$ cat config.mk
export PLATFORM = sky130hd
export DESIGN_NAME = uart_rx_oversampled_flat
export DESIGN_NICKNAME = d
export VERILOG_FILES = /design/src/rtl/uart_rx_oversampled_if.sv /design/src/rtl/uart_rx_oversampled.sv /design/src/flat_wrapper.sv
export SDC_FILE = /design/constraint.sdc
export NUM_CORES = 1
export LEC_CHECK = 0
export CAP_MARGIN = 15
export CELL_PAD_IN_SITES_DETAIL_PLACEMENT = 1
export CELL_PAD_IN_SITES_GLOBAL_PLACEMENT = 2
export CORE_MARGIN = 2
export CORE_UTILIZATION = 35
export CTS_CLUSTER_DIAMETER = 60
export DETAILED_ROUTE_END_ITERATION = 6
export GPL_ROUTABILITY_DRIVEN = 0
export PLACE_DENSITY_LB_ADDON = 0.1
export REMOVE_ABC_BUFFERS = 1
export SKIP_CTS_REPAIR_TIMING = 1
export SLEW_MARGIN = 5
export SYNTH_ARGS = -nofsm -noshare
export SYNTH_HDL_FRONTEND = slang
export SYNTH_SLANG_ARGS = --single-unit
$ cat constraint.sdc
create_clock -name clk -period 1.6 [get_ports clk]
set_input_delay 0.24 -clock clk [delete_from_list [all_inputs] [get_ports clk]]
set_output_delay 0.24 -clock clk [all_outputs]
set_load 0.1 [all_outputs]
$ cat src/rtl/uart_rx_oversampled_if.sv
// Byte stream carrying received UART characters from the receiver to its consumer.
// Ports: data_out (byte, stable while valid), data_valid (held until taken),
//        data_ready (consumer takes data_out when data_valid & data_ready).
interface uart_rx_oversampled_if #(
  parameter int DATA_BITS = 8
);
  logic [DATA_BITS-1:0] data_out;
  logic                 data_valid;
  logic                 data_ready;

  // Receiver side produces bytes.
  modport master (
    output data_out,
    output data_valid,
    input  data_ready
  );

  // Consumer side accepts bytes.
  modport slave (
    input  data_out,
    input  data_valid,
    output data_ready
  );
endinterface

$ cat src/rtl/uart_rx_oversampled.sv
// UART receive engine: 16x oversampled, 3-sample majority vote, 8N1/8E1/8O1 framing.
// Ports: clk, rst (async active-low), rx (serial line, idle high), bus (byte stream,
//        master side), frame_err/parity_err/overrun_err (1-cycle pulses), busy (not IDLE).
module uart_rx_oversampled #(
  parameter int BAUD_DIV   = 4,
  parameter int OVERSAMPLE = 16,
  parameter int DATA_BITS  = 8,
  parameter int PARITY_EN  = 0,
  parameter int PARITY_ODD = 0
) (
  input  logic                  clk,
  input  logic                  rst,
  input  logic                  rx,
  uart_rx_oversampled_if.master bus,
  output logic                  frame_err,
  output logic                  parity_err,
  output logic                  overrun_err,
  output logic                  busy
);

  localparam int DIV_W  = (BAUD_DIV > 1) ? $clog2(BAUD_DIV) : 1;
  localparam int TICK_W = $clog2(OVERSAMPLE);
  localparam int BIT_W  = (DATA_BITS > 1) ? $clog2(DATA_BITS) : 1;

  localparam logic [DIV_W-1:0]  DIV_LAST = DIV_W'(BAUD_DIV - 1);
  localparam logic [TICK_W-1:0] T_S0     = TICK_W'(OVERSAMPLE / 2 - 1);
  localparam logic [TICK_W-1:0] T_S1     = TICK_W'(OVERSAMPLE / 2);
  localparam logic [TICK_W-1:0] T_DEC    = TICK_W'(OVERSAMPLE / 2 + 1);
  localparam logic [TICK_W-1:0] T_LAST   = TICK_W'(OVERSAMPLE - 1);
  localparam logic [BIT_W-1:0]  BIT_LAST = BIT_W'(DATA_BITS - 1);
  localparam logic              PAR_ODD  = (PARITY_ODD != 0);

  typedef enum logic [2:0] {
    S_IDLE,
    S_START,
    S_DATA,
    S_PARITY,
    S_STOP,
    S_DELIVER,
    S_BREAK
  } state_t;

  state_t state, state_n;

  logic                 rx_meta, rx_s;
  logic [DIV_W-1:0]     div_cnt;
  logic [TICK_W-1:0]    tick_cnt;
  logic [BIT_W-1:0]     bit_cnt;
  logic                 smp0, smp1;
  logic [DATA_BITS-1:0] shreg;
  logic                 par_pend;

  logic tick, decide, bit_end, maj, last_bit, start_det, accept;

  // Two-flop synchronizer; idle-high reset value so reset never looks like a start edge.
  always_ff @(posedge clk or negedge rst) begin
    if (!rst) begin
      rx_meta <= 1'b1;
      rx_s    <= 1'b1;
    end else begin
      rx_meta <= rx;
      rx_s    <= rx_meta;
    end
  end

  assign tick      = (div_cnt == DIV_LAST);
  assign decide    = tick && (tick_cnt == T_DEC);
  assign bit_end   = tick && (tick_cnt == T_LAST);
  // Third vote is rx_s itself on the deciding tick.
  assign maj       = (smp0 & smp1) | (smp0 & rx_s) | (smp1 & rx_s);
  assign last_bit  = (bit_cnt == BIT_LAST);
  assign start_det = (state == S_IDLE) && !rx_s;
  assign accept    = bus.data_valid && bus.data_ready;
  assign busy      = (state != S_IDLE);

  always_ff @(posedge clk or negedge rst) begin
    if (!rst) begin
      state <= S_IDLE;
    end else begin
      state <= state_n;
    end
  end

  always_comb begin
    state_n = state;
    case (state)
      S_IDLE:    if (!rx_s) state_n = S_START;
      S_START: begin
        if (decide && maj)  state_n = S_IDLE;   // false start, no flag
        else if (bit_end)   state_n = S_DATA;
      end
      S_DATA: begin
        if (bit_end && last_bit) state_n = (PARITY_EN != 0) ? S_PARITY : S_STOP;
      end
      S_PARITY:  if (bit_end) state_n = S_STOP;
      // Stop bit is judged at mid-bit so the next start edge is never missed.
      S_STOP:    if (decide) state_n = maj ? S_DELIVER : S_BREAK;
      S_DELIVER: state_n = S_IDLE;
      // Hold here while the line is low so a break cannot retrigger a start.
      S_BREAK:   if (rx_s) state_n = S_IDLE;
      default:   state_n = S_IDLE;
    endcase
  end

  always_ff @(posedge clk or negedge rst) begin
    if (!rst) begin
      div_cnt        <= '0;
      tick_cnt       <= '0;
      bit_cnt        <= '0;
      smp0           <= 1'b1;
      smp1           <= 1'b1;
      shreg          <= '0;
      par_pend       <= 1'b0;
      bus.data_out   <= '0;
      bus.data_valid <= 1'b0;
      frame_err      <= 1'b0;
      parity_err     <= 1'b0;
      overrun_err    <= 1'b0;
    end else begin
      frame_err   <= 1'b0;
      parity_err  <= 1'b0;
      overrun_err <= 1'b0;

      // Restarting the dividers on the detected edge centres the samples in each bit.
      if (start_det) begin
        div_cnt  <= '0;
        tick_cnt <= '0;
        bit_cnt  <= '0;
        par_pend <= 1'b0;
      end else begin
        div_cnt <= tick ? '0 : div_cnt + 1'b1;
        if (tick) tick_cnt <= (tick_cnt == T_LAST) ? '0 : tick_cnt + 1'b1;
      end

      if (tick && (tick_cnt == T_S0)) smp0 <= rx_s;
      if (tick && (tick_cnt == T_S1)) smp1 <= rx_s;

      if ((state == S_DATA) && decide) shreg <= {maj, shreg[DATA_BITS-1:1]};
      if ((state == S_DATA) && bit_end) bit_cnt <= last_bit ? '0 : bit_cnt + 1'b1;

      if ((state == S_PARITY) && decide && (maj != ((^shreg) ^ PAR_ODD))) par_pend <= 1'b1;

      if ((state == S_STOP) && decide && !maj) frame_err <= 1'b1;

      // Handshake clear first; a same-cycle delivery below overrides it.
      if (accept) bus.data_valid <= 1'b0;

      if (state == S_DELIVER) begin
        if (par_pend) begin
          parity_err <= 1'b1;
        end else if (bus.data_valid && !bus.data_ready) begin
          overrun_err <= 1'b1;   // keep the unread byte, drop the new one
        end else begin
          bus.data_out   <= shreg;
          bus.data_valid <= 1'b1;
        end
      end
    end
  end

endmodule
$ cat src/flat_wrapper.sv
// flat-port wrapper written by rule: the top's interface ports become plain ports
module uart_rx_oversampled_flat 
#(
  parameter int BAUD_DIV   = 4,
  parameter int OVERSAMPLE = 16,
  parameter int DATA_BITS  = 8,
  parameter int PARITY_EN  = 0,
  parameter int PARITY_ODD = 0
)
  (clk, rst, rx, frame_err, parity_err, overrun_err, busy, bus_data_out, bus_data_valid, bus_data_ready);
  uart_rx_oversampled_if #(.DATA_BITS(DATA_BITS)) bus_i ();
  input  logic clk;
  input  logic rst;
  input  logic rx;
  output logic frame_err;
  output logic parity_err;
  output logic overrun_err;
  output logic busy;
  output wire logic [$bits(bus_i.data_out)-1:0] bus_data_out;
  output wire logic [$bits(bus_i.data_valid)-1:0] bus_data_valid;
  input wire logic [$bits(bus_i.data_ready)-1:0] bus_data_ready;
  assign bus_data_out = bus_i.data_out;
  assign bus_data_valid = bus_i.data_valid;
  assign bus_i.data_ready = bus_data_ready;
  uart_rx_oversampled #(.BAUD_DIV(BAUD_DIV), .OVERSAMPLE(OVERSAMPLE), .DATA_BITS(DATA_BITS), .PARITY_EN(PARITY_EN), .PARITY_ODD(PARITY_ODD)) u_core (.clk(clk), .rst(rst), .rx(rx), .bus(bus_i), .frame_err(frame_err), .parity_err(parity_err), .overrun_err(overrun_err), .busy(busy));
endmodule
Word level (Yosys, flattened, before mapping):

Index checks and enable logic that the tools add are counted.

* register bits: 37
* bits in latches: 0
* RAM bits: 0
* ROM bits: 0
* bits of input ports: 4
* output and inout port bits: 13
* memories kept: 0

* add/sub/neg operators: 3
* multipliers: 0
* div/mod/pow operators: 0
* order comparisons: 0
* equal/unequal tests: 19
* shift-type cells: 0
* multiplexer cells: 29
* bitwise operators: 7
* reduce and logical (&&, ||, !) cells: 26

Operators with widths (number)
* $mux 3: 10
* $pmux 3 s6: 1
* $logic_and 1x1->1: 15
* $eq 3x3->1 const B: 4
* $eq 4x4->1 const B: 3
* $mux 1: 12
* $mux 4: 3
* $ne 2x1->1 const B: 4
* $reduce_xor 8->1: 1
* $eq 3x2->1 const B: 2
* $mux 2: 3
* $reduce_and 6->1: 1
* $reduce_bool 2->1: 3
* $add 4x1->4 const B: 1
* $eq 4x3->1 const B: 1
* $add 3x1->3 const B: 1
* $and 1x1->1: 3
* $eq 3x1->1 const B: 1
* $logic_not 1->1: 3
* $logic_not 3->1: 1
* $ne 3x1->1 const B: 1
* $reduce_and 3->1: 1
* $reduce_bool 3->1: 1
* $add 2x1->2 const B: 1
* other kinds (5): 7

Depth between registers and ports, before layout:

* depth in word-level cells: 6
* gate-level depth with buffers: 7

Worst setup path before layout:

OpenSTA, ideal clock, no wires.

* path type: register to register
* start point: register u_core.state[2]
* end point: register u_core.bit_cnt[0]
* setup time: 121 ps
* data arrival time: 1904 ps
* path slack: -425 ps
* stages on the path, launching flop included: 6
* path buffers: 1
* clock period less this slack: 2025 ps
* path through: dfrtp_1 buf_6 or3_1 nor2_4 nor2_1 a22o_1

* word-level cells in the longest chain between the ends: 3

RTL lines
* from (decl): line uart_rx_oversampled.sv:43 `state_t state, state_n;`
* from (signal assigned): line uart_rx_oversampled.sv:80 `state <= state_n;`
* $eq 3x2->1 or $logic_not 3->1 (tied branches): line uart_rx_oversampled.sv:139, uart_rx_oversampled.sv:72
* $logic_and 1x1->1, on equally long branches: line uart_rx_oversampled.sv:139, uart_rx_oversampled.sv:72
* $mux 3 or $reduce_bool 2->1 (tied branches)
* to (signal assigned): line uart_rx_oversampled.sv:139 `if ((state == S_DATA) && bit_end) bit_cnt <= last_bit ? '0 : bit_cnt + 1'b1;`
* to (decl): line uart_rx_oversampled.sv:48 `logic [BIT_W-1:0] bit_cnt;`

Several ways; a longest one is shown, not always the timed one.
A chain may end at the register's enable or synchronous reset.

Worst setup path after layout:

* start point: register u_core.tick_cnt[1]
* end point: register u_core.shreg[1]

* word-level cells in the longest chain between the ends: 3

RTL lines
* from (decl): line uart_rx_oversampled.sv:47 `logic [TICK_W-1:0] tick_cnt;`
* from (signal assigned): line uart_rx_oversampled.sv:132 `if (tick) tick_cnt <= (tick_cnt == T_LAST) ? '0 : tick_cnt + 1'b1;`
* $eq 4x4->1: line uart_rx_oversampled.sv:67 `assign decide = tick && (tick_cnt == T_DEC);`
* $logic_and 1x1->1: line uart_rx_oversampled.sv:67
* $logic_and 1x1->1: line uart_rx_oversampled.sv:138 `if ((state == S_DATA) && decide) shreg <= {maj, shreg[DATA_BITS-1:1]};`
* to (signal assigned): line uart_rx_oversampled.sv:138
* to (decl): line uart_rx_oversampled.sv:50 `logic [DATA_BITS-1:0] shreg;`

Every way passes these cells.

==> impl_metrics.prom <==
# TYPE chip_impl_metric gauge
chip_impl_metric{name="design.core.area",unit="um2"} 4790
chip_impl_metric{name="initial_standard_cell_utilization_of_the_core",unit="%"} 36.6
chip_impl_info{name="clock-root-buffer",value="sky130_fd_sc_hd__clkbuf_8"} 1
chip_impl_metric{name="final_period_minus_worst_setup_slack",unit="ns"} 1.66
chip_impl_info{name="synth_largest_area_cell",value="sky130_fd_sc_hd__dfrtp_1"} 1
chip_impl_info{name="critPathCaptureType",value="flip-flop"} 1
chip_impl_metric{name="globalRoute.totalOverflow",unit=""} 0
chip_impl_metric{name="io-pin-count",unit=""} 17
chip_impl_metric{name="drtAntennaViolNets",unit=""} 0
chip_impl_info{name="crit_type",value="flip-flop to flip-flop"} 1
chip_impl_info{name="setup_repair_after_global_routing_missed_its_margin",value="true"} 1
chip_impl_metric{name="synthesis.area_per_instance",unit="um2"} 12.7
chip_impl_metric{name="vdd_drop_max",unit="mV"} 0.787
chip_impl_metric{name="insertion_delay",unit="ns"} 0.29
chip_impl_metric{name="height_of_the_die",unit="um"} 74.8
chip_impl_metric{name="worst_slew_pin_slew",unit="ns"} 0.431
chip_impl_metric{name="drcViolationCount",unit=""} 0
chip_impl_metric{name="route.detailed.vias_per_inst",unit=""} 4.84
chip_impl_metric{name="final_critical_path_setup_slack",unit="ns"} -0.0556
chip_impl_metric{name="postSynthCellCount",unit=""} 138
chip_impl_metric{name="synth.top_cell.area_share",unit="%"} 47.1
chip_impl_metric{name="io_buffers",unit=""} 16
chip_impl_metric{name="grt_start_max_net_pins",unit=""} 21
chip_impl_metric{name="max_cap_violations",unit=""} 0
chip_impl_info{name="run_status",value="finished, violations left"} 1
chip_impl_metric{name="wirelength",unit="um"} 3660
chip_impl_metric{name="worst-endpoint-arrival",unit="ns"} 1.83
chip_impl_metric{name="num-nets-final",unit=""} 188
chip_impl_metric{name="grt.total_usage",unit="%"} 14.7
chip_impl_info{name="tritoncts",value="done"} 1
chip_impl_info{name="post_synth_main_area_contributors",value="sky130_fd_sc_hd__dfrtp_1 47%, sky130_fd_sc_hd__mux2_2 9.6%, sky130_fd_sc_hd__dfstp_2 6.0%"} 1
chip_impl_metric{name="grt_pass1_vias",unit=""} 1277
chip_impl_metric{name="antenna_found_initial",unit=""} 0
chip_impl_metric{name="synthesis.area",unit="um2"} 1750
chip_impl_metric{name="dr_total_vias",unit=""} 1191
chip_impl_metric{name="clk_pin_slew_worst_paths",unit="ns"} 0.07
chip_impl_metric{name="yosys_register_bits",unit=""} 37
chip_impl_info{name="hold_path_class",value="primary input to flip-flop"} 1
chip_impl_metric{name="wl_per_cell",unit="um"} 14.9
chip_impl_metric{name="die-width",unit="um"} 74.8
chip_impl_metric{name="required",unit="ns"} 1.77
chip_impl_metric{name="cts-htree-levels",unit=""} 2
chip_impl_info{name="critical_path.startpoint_type",value="flip-flop"} 1
chip_impl_metric{name="drt-initial-drc-count",unit=""} 31
chip_impl_metric{name="first_drt_pass_iteration_count",unit=""} 3
chip_impl_metric{name="finalSetupViolCount",unit=""} 10
chip_impl_metric{name="stdcell_count",unit=""} 246
chip_impl_metric{name="design.die.area",unit="um2"} 5590
chip_impl_metric{name="num_rows",unit=""} 25
chip_impl_metric{name="synth_cell_types",unit=""} 43
chip_impl_metric{name="placed_cell_count",unit=""} 235
chip_impl_metric{name="syn_to_final_growth",unit="%"} 38.3
chip_impl_metric{name="final-hold-violation-count",unit=""} 0
chip_impl_metric{name="clock-skew-final",unit="ns"} 0.00289
chip_impl_metric{name="dp.final_hpwl",unit="um"} 2700
chip_impl_metric{name="grt_first_pass_wirelength",unit="um"} 6010
chip_impl_metric{name="worst_case_headroom_to_the_max_slew_limit",unit="%"} 71.2
chip_impl_metric{name="total_power",unit="mW"} 2.92
chip_impl_info{name="violations",value="setup timing"} 1
chip_impl_metric{name="p_leak",unit="nW"} 1.12
chip_impl_metric{name="synth_seq_area_share",unit="%"} 53.1
chip_impl_metric{name="yosysWarnings",unit=""} 0
chip_impl_metric{name="final_layout_size_suffix_gt1_share",unit="%"} 43.0
chip_impl_metric{name="nFillCells",unit=""} 500
chip_impl_metric{name="crit_fanout",unit=""} 8
chip_impl_metric{name="layout.core_utilization",unit="%"} 50.6
chip_impl_metric{name="cts-buffers-inserted",unit=""} 5
chip_impl_metric{name="achievable-frequency",unit="MHz"} 604
chip_impl_metric{name="power_density",unit="nW/um2"} 1210
chip_impl_metric{name="fin_crit_sh",unit="%"} 103
chip_impl_metric{name="clock_tree.buffer_depth",unit=""} 2
chip_impl_metric{name="antennaDiodeCount",unit=""} 0
chip_impl_metric{name="clk_sinks",unit=""} 37
chip_impl_metric{name="drv_slew",unit=""} 0
-- registers in the layout, indices dropped and copies added, names as in the netlist, 2 cells and up --
signal               flops
u_core.bit_cnt           3
u_core.bus.data_out      8
u_core.div_cnt           2
u_core.shreg             8
u_core.state             3
u_core.tick_cnt          4
-- kinds of logic (layout without fill, tap and decap cells) --
logic type | count (synthesis) | in the layout | synth area share (%)
XOR/XNOR | 8 | 8 | 4.78
AND/OR/NAND/NOR | 37 | 37 | 13.0
buffers and inverters | 12 | 53 | 3.57
adder cells (fa/ha/maj) | 7 | 7 | 4.92
multiplexers | 21 | 21 | 13.6
flip-flops | 37 | 37 | 53.1
AO/OA/AOI/OAI | 16 | 16 | 7.07
-- power breakdown --
part,total [mW],internal [mW],leakage (nW),switching [mW]
sequential,1.14,1.04,0.492,0.0999
clock,0.844,0.507,0.0574,0.337
combinational,0.938,0.444,0.566,0.494
-- cell usage in the layout (no fill, tap or decap), types with 3 or more instances in the layout --
cell                       synthesis  routed
sky130_fd_sc_hd__buf_12            0      15
sky130_fd_sc_hd__xnor2_1           6       6
sky130_fd_sc_hd__nor3_1            3       3
sky130_fd_sc_hd__nand2_1           4       4
sky130_fd_sc_hd__nor2_1            9       9
sky130_fd_sc_hd__dfstp_2           4       4
sky130_fd_sc_hd__inv_1             6       5
sky130_fd_sc_hd__buf_4             2      19
sky130_fd_sc_hd__dfrtp_1          33      32
sky130_fd_sc_hd__mux2_4            1       4
sky130_fd_sc_hd__ha_1              6       6
sky130_fd_sc_hd__a21oi_1           4       4
sky130_fd_sc_hd__nand3_1           4       4
sky130_fd_sc_hd__nand4_1           3       3
sky130_fd_sc_hd__mux2_2           15      15
sky130_fd_sc_hd__clkbuf_8          0       6
-- layout make-up --
class	instances	area (um2)	share of cell area, %
multi-input combinational	89	776	32.0
sequential	37	932	38.5
clock buffer	6	82.6	3.41
inverter	6	22.5	0.929
timing repair buffer	39	489	20.2
tap	67	83.8	3.46
clock inverter	2	37.5	1.55
-- critical path, stage by stage, from the launching register on --
cell and delay, ns:
sky130_fd_sc_hd__dfrtp_1 0.42, sky130_fd_sc_hd__inv_2 0.07, sky130_fd_sc_hd__ha_1 0.12, sky130_fd_sc_hd__and4b_1 0.26, sky130_fd_sc_hd__buf_6 0.13, sky130_fd_sc_hd__nand4_4 0.19
sky130_fd_sc_hd__mux2_4 0.35
-- layer usage --
layer / up-vias / share of wire, % / GRT usage [%]
li1: 563 / - / -
met1: 607 / 43 / 18.0
met2: 16 / 52 / 24.6
met3: 5 / 2.7 / 3.35
met4: 0 / 1.8 / 7.14
met5: - / 0 / 0
-- stage by stage --
stage                     setup slack (ns)  setup TNS [ns]  hold WS, ns  area, um2
after floorplan                     -0.396           -4.43      -0.0556       1710
after global placement             0.00632               0        0.207       2260
after detailed placement           -0.0683          -0.300        0.207       2260
after CTS                          -0.0943          -0.538       -0.111       2380
after global routing                -0.136           -1.17        0.363       2420
final                              -0.0556          -0.371        0.358       2420
-- final timing paths --
| path | start | endpoint | slack (ns) | depth (start not counted) |
|---|---|---|---|---|
| min | rx | u_core.rx_meta$_DFF_PN1_ | 0.36 | 1 |
| max reg2reg | u_core.tick_cnt[1]$_DFFE_PN0P_ | u_core.shreg[1]$_DFFE_PN0P_ | -0.06 | 6 |
| max | u_core.tick_cnt[1]$_DFFE_PN0P_ | u_core.shreg[1]$_DFFE_PN0P_ | -0.06 | 6 |
| min in group asynchronous | rst | u_core.bit_cnt[0]$_DFFE_PN0P_ | 0.42 | 2 |
| min reg2reg | u_core.rx_meta$_DFF_PN1_ | u_core.rx_s$_DFF_PN1_ | 0.36 | 0 |
| max in group asynchronous | rst | u_core.rx_s$_DFF_PN1_ | 0.65 | 3 |
-- cell usage after synthesis --
cell type	count
sky130_fd_sc_hd__clkbuf_1	1
sky130_fd_sc_hd__buf_6	1
sky130_fd_sc_hd__inv_1	6
sky130_fd_sc_hd__xnor3_1	1
sky130_fd_sc_hd__xor2_1	1
sky130_fd_sc_hd__or3_1	2
sky130_fd_sc_hd__dfrtp_1	33
sky130_fd_sc_hd__mux2_4	1
sky130_fd_sc_hd__buf_2	2
sky130_fd_sc_hd__mux2i_1	2
sky130_fd_sc_hd__or3b_4	1
sky130_fd_sc_hd__dfstp_2	4
sky130_fd_sc_hd__ha_1	6
sky130_fd_sc_hd__o21a_1	1
sky130_fd_sc_hd__a21oi_1	4
sky130_fd_sc_hd__nand3b_1	1
sky130_fd_sc_hd__a32oi_2	1
sky130_fd_sc_hd__o22ai_1	1
sky130_fd_sc_hd__o21ai_0	2
sky130_fd_sc_hd__maj3_2	1
sky130_fd_sc_hd__nor2b_1	1
sky130_fd_sc_hd__nor2b_2	1
sky130_fd_sc_hd__a211o_1	1
sky130_fd_sc_hd__a41oi_1	1
sky130_fd_sc_hd__nand3_1	4
sky130_fd_sc_hd__a32o_1	1
sky130_fd_sc_hd__nand2b_1	2
sky130_fd_sc_hd__nor3_1	3
sky130_fd_sc_hd__nand4_1	3
sky130_fd_sc_hd__o31ai_1	1
sky130_fd_sc_hd__mux2_2	15
sky130_fd_sc_hd__nor2_4	1
sky130_fd_sc_hd__xnor2_1	6
sky130_fd_sc_hd__and4b_1	1
sky130_fd_sc_hd__o21bai_2	1
sky130_fd_sc_hd__buf_4	2
sky130_fd_sc_hd__nand4_4	1
sky130_fd_sc_hd__mux2_1	3
sky130_fd_sc_hd__nand2_1	4
sky130_fd_sc_hd__and3_1	1
sky130_fd_sc_hd__a22o_1	2
sky130_fd_sc_hd__nor2_1	9
sky130_fd_sc_hd__nand4b_1	2
Note: power is estimated with default switching activity, not from simulation.
